### src/rtl/fetch_pkg.sv
// Shared definitions for the fetch/issue sequencer.
//   - default widths and the imem wait limit
//   - FSM state encoding
//   - branch-select encoding used by the next-pc calculator
package fetch_pkg;

  localparam int PC_W_DEF     = 8;
  localparam int INSTR_W_DEF  = 9;
  localparam int MAX_WAIT_DEF = 15;

  typedef enum logic [2:0] {
    ST_IDLE   = 3'd0,
    ST_FETCH  = 3'd1,
    ST_ISSUE  = 3'd2,
    ST_EXEC   = 3'd3,
    ST_HALTED = 3'd4,
    ST_ERR    = 3'd5
  } state_t;

  typedef enum logic [1:0] {
    BR_SEQ = 2'b00,  // fall through to pc+1
    BR_FWD = 2'b01,  // pc+1+target
    BR_BWD = 2'b10   // pc+1-target
  } br_sel_t;

  // Forward branch wins when both flags are raised.
  function automatic br_sel_t br_select(input logic branchf, input logic branchb);
    if (branchf) begin
      return BR_FWD;
    end else if (branchb) begin
      return BR_BWD;
    end
    return BR_SEQ;
  endfunction

endpackage

### src/rtl/fetch_sequencer_pc_next_calc.sv
// Combinational next program counter after a completed instruction.
// Ports:
//   pc       in   current program counter
//   branchf  in   forward branch taken
//   branchb  in   backward branch taken
//   target   in   unsigned branch offset
//   next_pc  out  pc+1, pc+1+target or pc+1-target (modulo 2^PC_W)
module pc_next_calc
  import fetch_pkg::*;
#(
  parameter int PC_W = PC_W_DEF
) (
  input  logic [PC_W-1:0] pc,
  input  logic            branchf,
  input  logic            branchb,
  input  logic [PC_W-1:0] target,
  output logic [PC_W-1:0] next_pc
);

  logic [PC_W-1:0] pc_inc;
  br_sel_t         sel;

  assign pc_inc = pc + PC_W'(1);
  assign sel    = br_select(branchf, branchb);

  // All sums are PC_W bits wide so they wrap silently.
  always_comb begin
    next_pc = pc_inc;
    case (sel)
      BR_FWD:  next_pc = pc_inc + target;
      BR_BWD:  next_pc = pc_inc - target;
      default: next_pc = pc_inc;
    endcase
  end

endmodule

### src/rtl/fetch_sequencer.sv
// Fetch/issue controller owning the program counter of the single-issue core.
// Fetches from imem over req/ack, issues to execute over valid/ready, then
// applies the branch/halt outcome reported on ex_done_i.
// Ports:
//   clk_i, rstn_i                  clock, async active-low reset
//   start_i, startadd_i            (re)start fetching at startadd_i, any state
//   imem_req_o, imem_addr_o        fetch request / address (= pc_o)
//   imem_ack_i, imem_data_i        fetch response
//   instr_valid_o, instr_o         issued instruction (registered)
//   instr_ready_i                  execute accepts instr_o
//   ex_done_i, branchf_i, branchb_i, target_i, halt_i   completion info
//   pc_o, busy_o, halted_o, timeout_o                   status
module fetch_sequencer
  import fetch_pkg::*;
#(
  parameter int PC_W     = PC_W_DEF,
  parameter int INSTR_W  = INSTR_W_DEF,
  parameter int MAX_WAIT = MAX_WAIT_DEF
) (
  input  logic               clk_i,
  input  logic               rstn_i,
  input  logic               start_i,
  input  logic [PC_W-1:0]    startadd_i,
  output logic               imem_req_o,
  output logic [PC_W-1:0]    imem_addr_o,
  input  logic               imem_ack_i,
  input  logic [INSTR_W-1:0] imem_data_i,
  output logic               instr_valid_o,
  output logic [INSTR_W-1:0] instr_o,
  input  logic               instr_ready_i,
  input  logic               ex_done_i,
  input  logic               branchf_i,
  input  logic               branchb_i,
  input  logic [PC_W-1:0]    target_i,
  input  logic               halt_i,
  output logic [PC_W-1:0]    pc_o,
  output logic               busy_o,
  output logic               halted_o,
  output logic               timeout_o
);

  localparam int WAIT_W = $clog2(MAX_WAIT + 1);

  state_t             state, state_next;
  logic [PC_W-1:0]    pc, pc_next;
  logic [INSTR_W-1:0] instr, instr_next;
  logic [WAIT_W-1:0]  wait_cnt, wait_next;
  logic [PC_W-1:0]    pc_calc;

  pc_next_calc #(.PC_W(PC_W)) u_pc_next_calc (
    .pc      (pc),
    .branchf (branchf_i),
    .branchb (branchb_i),
    .target  (target_i),
    .next_pc (pc_calc)
  );

  always_ff @(posedge clk_i or negedge rstn_i) begin
    if (!rstn_i) begin
      state    <= ST_IDLE;
      pc       <= '0;
      instr    <= '0;
      wait_cnt <= '0;
    end else begin
      state    <= state_next;
      pc       <= pc_next;
      instr    <= instr_next;
      wait_cnt <= wait_next;
    end
  end

  always_comb begin
    state_next = state;
    pc_next    = pc;
    instr_next = instr;
    wait_next  = wait_cnt;
    if (start_i) begin
      // Restart from anywhere; whatever was in flight is simply dropped.
      pc_next    = startadd_i;
      wait_next  = '0;
      state_next = ST_FETCH;
    end else begin
      case (state)
        ST_FETCH: begin
          // An ack in the final allowed wait cycle still counts.
          if (imem_ack_i) begin
            instr_next = imem_data_i;
            wait_next  = '0;
            state_next = ST_ISSUE;
          end else if (wait_cnt == WAIT_W'(MAX_WAIT)) begin
            state_next = ST_ERR;
          end else begin
            wait_next = wait_cnt + WAIT_W'(1);
          end
        end
        ST_ISSUE: begin
          if (instr_ready_i) begin
            state_next = ST_EXEC;
          end
        end
        ST_EXEC: begin
          if (ex_done_i) begin
            if (halt_i) begin
              state_next = ST_HALTED;
            end else begin
              pc_next    = pc_calc;
              state_next = ST_FETCH;
            end
          end
        end
        default: begin
          // IDLE, HALTED and ERR only leave on start_i.
          state_next = state;
        end
      endcase
    end
  end

  assign imem_req_o    = (state == ST_FETCH);
  assign imem_addr_o   = pc;
  assign instr_valid_o = (state == ST_ISSUE);
  assign instr_o       = instr;
  assign pc_o          = pc;
  assign busy_o        = (state == ST_FETCH) || (state == ST_ISSUE) || (state == ST_EXEC);
  assign halted_o      = (state == ST_HALTED);
  assign timeout_o     = (state == ST_ERR);

endmodule
### config.mk
export PLATFORM = sky130hd
export DESIGN_NAME = fetch_sequencer
export DESIGN_NICKNAME = d
export VERILOG_FILES = /design/src/rtl/fetch_pkg.sv /design/src/rtl/fetch_sequencer_pc_next_calc.sv /design/src/rtl/fetch_sequencer.sv
export SDC_FILE = /design/constraint.sdc
export NUM_CORES = 1
export LEC_CHECK = 0
export ABC_AREA = 1
export CORE_MARGIN = 8
export CORE_UTILIZATION = 68
export DETAILED_ROUTE_END_ITERATION = 10
export DONT_BUFFER_PORTS = 1
export PLACE_DENSITY_LB_ADDON = 0.12
export SYNTH_ARGS = -nofsm -noshare
export SYNTH_HDL_FRONTEND = slang
export SYNTH_SLANG_ARGS = --single-unit
### constraint.sdc
create_clock -name clk_i -period 3.45 [get_ports clk_i]
set_input_delay 0 -clock clk_i [delete_from_list [all_inputs] [get_ports clk_i]]
set_output_delay 0 -clock clk_i [all_outputs]
set_load 0.01 [all_outputs]
---- After elaboration in Yosys (flattened, before gate mapping) ----
Index checks and enable logic that the tools add are counted.
operators by class
  add/sub/neg operators ................... 4
  multipliers ............................. 0
  div/mod/pow operators ................... 0
  magnitude comparators ................... 0
  eq/ne operators ......................... 13
  shift-type cells ........................ 0
  multiplexer cells ....................... 21
  bitwise logic cells ..................... 1
  reductions and logical operators ........ 10
operator list
  cell                                                                     number
  8-bit two-way mux                                                        4
  3-bit two-way mux                                                        6
  4-bit two-way mux                                                        4
  8-bit one-hot mux with 2 select lines                                    1
  3-bit one-hot mux with 3 select lines                                    1
  8-bit by 1-bit adder with 8-bit output, second input constant            1
  8-bit adder                                                              1
  8-bit subtractor                                                         1
  3-bit by 2-bit equality test with 1-bit output, second input constant    2
  3-bit equality test, second input constant                               2
  2-bit two-way mux                                                        3
  3-bit inequality test, second input constant                             2
  3-bit AND reduction                                                      2
  2-bit nonzero test                                                       3
  4-bit by 1-bit adder with 4-bit output, second input constant            1
  4-bit equality test, second input constant                               1
  4-bit by 2-bit inequality test with 1-bit output, second input constant  1
  4-bit AND reduction                                                      1
  4-bit nonzero test                                                       1
  3-bit by 1-bit equality test with 1-bit output, second input constant    1
  3-bit by 2-bit inequality test with 1-bit output, second input constant  1
  2-bit by 1-bit equality test with 1-bit output, second input constant    1
  2-bit equality test, second input constant                               1
  1-bit logical OR                                                         2
  4 further kinds                                                          5
word-level totals
  bits in registers ....................... 24
  bits in latches ......................... 0
  bits in writable memories ............... 0
  memory bits (read-only) ................. 0
  output and inout port bits .............. 30
  memories ................................ 0

---- Depth between registers and ports, before layout ----
Gate-level depths: netlist of the first run.
  word-level depth ........................ 9
  mapped depth ............................ 20
  mapped depth without buffers ............ 20

---- Hierarchy ----
From an unflattened synthesis of the first run, not the netlist that was laid out.
second synthesis, totals
  cells, all modules ...................... 322
  area, all modules ....................... 2159.6 um^2
by module, submodules not included
  module           instances  cells an instance  area an instance (um^2)
  fetch_sequencer  1          185                1405.1
  pc_next_calc     1          137                754.5

---- Least setup slack after synthesis of the first run ----
OpenSTA, ideal clock, no wires.
  path kind ............................... flip-flop to flip-flop
  start ................................... register pc[0], in the netlist imem_addr_o[0]
  end ..................................... register pc[7], in the netlist imem_addr_o[7]
  arrival time ............................ 2.072 ns
  data required time ...................... 3.334 ns
  setup slack ............................. 1.262 ns
  cell stages (with the launch flop) ...... 17
  cell sequence ........................... dfrtp_1 > ha_1 > nand2_1 > nor2_1 > nand3_1 > xnor2_1 > ha_1 > nand2_1 > inv_1 > a21oi_1 > nand2_1 > nand3_1 > nand3_1 > nand2_1 > nand3_1 > nand2_1 > nand2_1
on the way
  word-level cells in the longest chain between the ends .. 7
RTL lines
  item                                                    line                                                                    RTL
  from (decl)                                             fetch_sequencer.sv:45                                                   logic [PC_W-1:0] pc, pc_next;
  from (signal assigned)                                  fetch_sequencer.sv:66                                                   pc <= pc_next;
  8-bit by 1-bit adder with 8-bit output *                fetch_sequencer_pc_next_calc.sv:23                                      assign pc_inc = pc + PC_W'(1);
  8-bit subtractor / 8-bit adder (equally long branches)  fetch_sequencer_pc_next_calc.sv:31, fetch_sequencer_pc_next_calc.sv:30
  8-bit one-hot mux with 2 select lines *                 fetch_sequencer_pc_next_calc.sv:29                                      case (sel)
  8-bit two-way mux *                                     fetch_sequencer.sv:103                                                  if (halt_i) begin
  8-bit two-way mux *                                     fetch_sequencer.sv:102                                                  if (ex_done_i) begin
  8-bit two-way mux *                                     fetch_sequencer.sv:83                                                   case (state)
  8-bit two-way mux *                                     fetch_sequencer.sv:77                                                   if (start_i) begin
Every way passes the cells marked *; elsewhere a longest branch is shown, timed or not. The select of a mux whose other input is x is not followed.
A chain may end at the register's enable or synchronous reset.

---- Final worst setup path of the first run ----
Ends and elaborated chain as after synthesis.

==> flow_summary.yaml, run 1 <==
floorplanning:
  start_util: 0.7105
  fp.dieH_um: 69.68
  boundaryPins: 64
  coreArea_um2: 2758
  num_rows: 19
  die_w_um: 69.68
  dieArea_um2: 4855
sta:
  clock.fmax_mhz: 400.5
  fin_setup_tns_ns: 0
  fin_crit_ns: 2.497
  report.final.slew_viol_count: 0
  fin_ws_ns: 0.9529
  rsz0062_at_grt: "false"
  skew_ns: 0.004851
  setup_viol: 0
  relSlewSlack: 0.2740
  tightest_slew_ns: 1.085
  hold_violations: 0
  fin_crit_sh: 0.7238
route:
  drc_errors: 0
  via_per_inst: 5.739
  drt_iter0_markers: 71
  first_pass_iters: 5
  detail-route-antenna-nets: 0
  routedWlPerCell_um: 16.55
  drt_wl_total_um: 4947
  vias: 1716
cts:
  cts-buffers-inserted: 3
  htree_levels: 1
  cts-resized-gates: 0
  cts_tree: "done"
  cts_num_sinks: 24
  root_buffer: "clkbuf_4"
  clk_latency_ns: 0.32
  clk_pin_slew_ns: 0.14
  clockBufferDepth: 2
critical_path:
  ff2ff_path_depth: 16
  crit_slowest_cell: "dfrtp_1"
  r2r_slack_ns: 0.95
  max_stage_delay_ns: 0.56
  cp_max_fo: 6
  startpoint: "imem_addr_o[0]"
  crit_type: "flip-flop to flip-flop"
  crit_chain: "ha_1 > nand2_1 > nor2_1 > nand3_1 > xnor2_1 > ha_1 > nand2_1 > inv_1 > a21oi_1 > nand2_1 > nand3_1 > nand3_1 > nand2_1 > nand3_1 > nand2_1 > nand2_1"
  end_kind: "flip-flop"
  arrival_ns: 2.72
  worstPathRequired_ns: 3.68
  cpMostUsedCell: "nand2_1"
  r2r_start: "imem_addr_o[0]"
  r2r-end: "imem_addr_o[7]"
  crit_path_start_kind: "flip-flop"
  cp-endpoint: "imem_addr_o[7]"
layout:
  antenna_cells: 0
  syn_to_final_growth_pct: 11.30
  final_cell_mix: "nand2_1, inv_1, dfrtp_1, dlygate4sd3_1, nor2_1"
  register_area_um2: 600.6
  layout_commonest_cell: "nand2_1"
  drive_above_1_share: 0.1343
  nets: 314
  fillers: 206
  final_util: 0.7908
  multi_input_area_um2: 1147
yosys:
  avgSynthCellArea_um2: 7.714
  seq_area_frac_synth: 0.3065
  synth_xor_area_frac: 0.05364
  syn_nets: 299
  synthSimpleGateAreaFrac: 0.2548
  synth_mux_area_frac: 0.06897
  synth_top_family_by_area: "simple AND/OR/NAND/NOR gates"
  synth-compound-area-share: 0.1341
  ys_seq_elements: 24
  ys_warn_count: 0
  syn-cell-area_um2: 1959
  synth_cells: 254
  synth-main-ff-cell: "dfrtp_1"
  synth-edff-count: 0
  yosysUniqueCellTypes: 34
  synth_fa_ha_area_frac: 0.07407
  async_flop_share: 1.000
placed_design:
  preCtsSetupSlack_ns: 0.9777
  place.gp.congestion: 0.8294
  dpl.hpwl_um: 3360
  port_buffers: 0
power_and_ir_drop:
  switching_share: 0.4703
  irDropWorstVdd_mv: 0.7752
  switching_power_uw: 780.1
  p_int_uw: 878.7
  seqPwrFrac: 0.360
  p_leak_nw: 1.087
  power_frac_comb: 0.515
  pwr-share-clk: 0.124
  power_density_nw_per_um2: 760.6
grt:
  grt_pass1_vias: 1682
  gr-total-overflow: 0
  antenna_found_initial: 0
  met3_usage: 0.08011
  grtUsageMet1: 0.2491
  gr-max-usage-layer: "met2"
  gr-usage-all-layers: 0.2063
  grt_pass1_wl_um: 8362
  grt_max_degree: 25
  grtUsageMet2: 0.3412
min_path:
  min_path_type: "input pin to flip-flop"
status:
  status: "complete, no violations"
flow_run:
  drv_cap: 0
## worst max-delay path, delay by kind of cell, from the launching register on
family                     cells  cell delay (ns)
AOI/OAI and AO/OA              1             0.13
xor gates and xnor gates       1             0.16
adders and majority gates      2             0.58
buffers and inverters          1             0.04
DFF                            1             0.56
and+or+nand+nor               11             0.91
## cell families after synthesis
kind of cell               Yosys count
and+or+nand+nor                    111
adders and majority gates           11
muxes                                9
xor gates and xnor gates            12
DFF                                 24
AOI/OAI and AO/OA                   41
buffers and inverters               46
## area by class of cell
| cell class | instances | share of cell area |
|---|---|---|
| Clock buffer | 3 | 0.01033 |
| Clock inverter | 1 | 0.01377 |
| Inverter | 35 | 0.06024 |
| Multi-Input combinational cell | 184 | 0.5261 |
| Sequential cell | 24 | 0.2754 |
| Tap cell | 31 | 0.01779 |
| Timing Repair Buffer | 21 | 0.09639 |
## power groups by stage
stage / sequential, mW / combinational (mW) / clock (mW)
3_3_place_gp: 0.594 / 0.792 / 0
4_1_cts: 0.594 / 0.841 / 0.204
3_5_place_dp: 0.599 / 0.812 / 0
5_1_grt: 0.619 / 0.969 / 0.214
6_report: 0.598 / 0.854 / 0.206
2_1_floorplan: 0.536 / 0.762 / 0
## sequential cells by signal (all words and copies together) (netlist names)
signal and flops:
imem_addr_o 8, instr_o 9, state 3, wait_cnt 4
## how the worst min path moves through the flow
| stage | startpoint | cells past startpoint | slack, ns | end |
|---|---|---|---|---|
| floorplan | rstn_i | 0 | -0.30 | imem_addr_o[0] |
| global placement | rstn_i | 0 | -0.29 | instr_o[8] |
| detailed placement | rstn_i | 0 | -0.29 | instr_o[5] |
| CTS | start_i | 3 | 0.002 | imem_addr_o[3] |
| global route | imem_ack_i | 3 | 0.03 | wait_cnt[3] |
| finish | imem_ack_i | 5 | 0.008 | wait_cnt[0] |
## synthesized netlist by cell type, types with 5 or more instances
cell	number	area, um^2
inv_1	27	101.4
nor2_1	18	67.56
nor3_1	5	25.02
xnor2_1	6	52.55
o21ai_1	7	35.03
o21ai_0	5	25.02
ha_1	10	125.1
nand3_1	14	70.07
mux2_4	9	135.1
nand2_1	63	236.5
a21oi_1	15	75.07
buf_4	8	60.06
xor2_1	6	52.55
nor2_2	6	37.54
inv_2	8	30.03
dfrtp_1	24	600.6
## routing by layer
metal  up-vias  routed length, um
li1        856                  -
met1       788               2072
met2        66               2379
met3         6                449
met4         0                 46
met5         -                  0
## stage by stage
step / hold WS [ns] / cells / instance area [um^2] / power, mW
2_1_floorplan: -0.2956 / 254 / 1959 / 1.299
3_3_place_gp: -0.2949 / 274 / 1918 / 1.386
3_5_place_dp: -0.2949 / 274 / 1918 / 1.412
4_1_cts: 0.001803 / 299 / 2181 / 1.639
5_1_grt: 0.03318 / 299 / 2181 / 1.801
6_report: 0.007567 / 299 / 2181 / 1.659
## what timing repair did
action                    CTS  global route
hold buffers               21             0
setup buffers               0             0
hold endpoints to repair   44             0
No activity file was read; power rests on OpenSTA's default activity.
==> run 2, diff against run 1 <==
CORE_UTILIZATION = 63   (was 68)
clock period = 2.55 ns   (was 3.45 ns; I/O delays follow)
==> flow_summary.yaml, run 2 (synthesized netlist as in run 1, its figures left out) <==
sta:
  setup_viol: 0
  fin_crit_ns: 2.340
  tightest_slew_ns: 1.102
  fin_crit_sh: 0.9177
  report.final.slew_viol_count: 0
  skew_ns: 0.001231
  relSlewSlack: 0.2629
  clock.fmax_mhz: 427.3
  hold_violations: 0
  rsz0062_at_grt: "false"
  fin_setup_tns_ns: 0
floorplanning:
  coreArea_um2: 3003
  start_util: 0.6525
  die_w_um: 71.77
  dieArea_um2: 5151
  boundaryPins: 64
  num_rows: 20
  fp.dieH_um: 71.77
grt:
  grt_pass1_vias: 1638
  gr-total-overflow: 0
  gr-usage-all-layers: 0.1807
  antenna_found_initial: 0
  grt_max_degree: 25
  grt_pass1_wl_um: 7624
critical_path:
  r2r-end: "imem_addr_o[7]"
  crit_chain: "ha_1 > nand2_1 > nor2_1 > nand3_1 > xnor2_1 > ha_1 > nand2_1 > inv_1 > a21oi_1 > nand2_1 > nand3_1 > nand3_1 > nand2_1 > nand3_1 > nand2_1 > nand2_1"
  end_kind: "flip-flop"
  r2r_start: "imem_addr_o[0]"
  ff2ff_path_depth: 16
  crit_type: "flip-flop to flip-flop"
  crit_path_start_kind: "flip-flop"
  crit_slowest_cell: "dfrtp_1"
  worstPathRequired_ns: 2.78
  max_stage_delay_ns: 0.40
  r2r_slack_ns: 0.21
  arrival_ns: 2.57
  cpMostUsedCell: "nand2_1"
  cp_max_fo: 3
placed_design:
  place.gp.congestion: 0.8101
  placed_cell_area_um2: 1958
  dpl.hpwl_um: 3508
  port_buffers: 0
route:
  drt_iter0_markers: 83
  via_per_inst: 5.448
  vias: 1667
  drt_wl_total_um: 4561
  first_pass_iters: 4
  routedWlPerCell_um: 14.91
  drc_errors: 0
  detail-route-antenna-nets: 0
layout:
  layout_commonest_cell: "nand2_1"
  design_area_um2: 2221
  nets: 319
  register_area_um2: 600.6
  multi_input_area_um2: 1147
  syn_to_final_growth_pct: 13.35
  largest_reg_flops: 9
  final_util: 0.7396
  fillers: 246
  drive_above_1_share: 0.1502
  final_cell_mix: "nand2_1, inv_1, dfrtp_1, dlygate4sd3_1, nor2_1"
  antenna_cells: 0
power_and_ir_drop:
  power_density_nw_per_um2: 1016
  p_leak_nw: 1.111
  design_power_total_mw: 2.256
  irDropWorstVdd_mv: 0.8341
cts:
  htree_levels: 1
  clk_latency_ns: 0.32
  cts_tree: "done"
  cts_setup_buffers: 0
  cts_num_sinks: 24
  cts-resized-gates: 0
  clk_pin_slew_ns: 0.13
  cts-buffers-inserted: 3
  root_buffer: "clkbuf_4"
  clockBufferDepth: 2
min_path:
  min_from: "target_i[0]"
  hold_depth: 4
  whs_endpoint: "imem_addr_o[0]"
  min_path_type: "input pin to flip-flop"
flow_run:
  drv_cap: 0
status:
  status: "complete, no violations"
## run 2: layout make-up
type                            instances  area share
Inverter                               35     0.05915
Tap cell                               33     0.01859
Clock buffer                            3     0.01014
Clock inverter                          1     0.01352
Sequential cell                        24      0.2704
Multi-Input combinational cell        184      0.5166
Timing Repair Buffer                   26      0.1115
## run 2: per-stage QoR
stage | instances | hold slack [ns] | setup WS [ns]
after CTS | 306 | 0.005853 | 0.1960
after global routing | 306 | 0.02032 | 0.03183
after floorplan | 254 | -0.2956 | 0.3618
final | 306 | 0.01978 | 0.2100
after global placement | 281 | -0.2950 | 0.3412
after detailed placement | 281 | -0.2951 | 0.2168
## run 2: worst max-delay path by stage
| stage | startpoint | endpoint | cells after the start |
|---|---|---|---|
| finish | imem_addr_o[0] | imem_addr_o[7] | 16 |
| global route | imem_addr_o[0] | imem_addr_o[7] | 16 |
| CTS | imem_addr_o[1] | imem_addr_o[7] | 16 |
| detailed placement | imem_addr_o[1] | imem_addr_o[7] | 16 |
| global placement | imem_addr_o[0] | imem_addr_o[7] | 16 |
| floorplan | imem_addr_o[0] | imem_addr_o[7] | 16 |
## run 2: per-layer routing
layer | GRT usage | vias up | share of wire
met5 | 0 | - | 0
met4 | 0.02721 | 0 | 0.0018
met3 | 0.06416 | 2 | 0.085
met2 | 0.3107 | 70 | 0.49
met1 | 0.2133 | 738 | 0.42
li1 | - | 857 | -
## run 2: power by group
group          leakage (nW)  switching (mW)  internal, mW
Clock                0.0279           0.119         0.159
Sequential            0.291           0.217         0.530
Combinational         0.791           0.695         0.536
Total                  1.11            1.03          1.22
## run 2: timing repair
item / in CTS / in global routing
endpoints found under the hold margin: 44 / 0
setup endpoints to repair: 0 / 0
hold buffers: 21 / 0
## run 2: worst max-delay path: cells and delay by family (launching register included)
| kind | cells | cell delay, ns |
|---|---|---|
| flops | 1 | 0.40 |
| xor+xnor | 1 | 0.24 |
| compound gates | 1 | 0.13 |
| simple gates | 11 | 0.93 |
| fa+ha+maj | 2 | 0.50 |
| buf+inv | 1 | 0.04 |
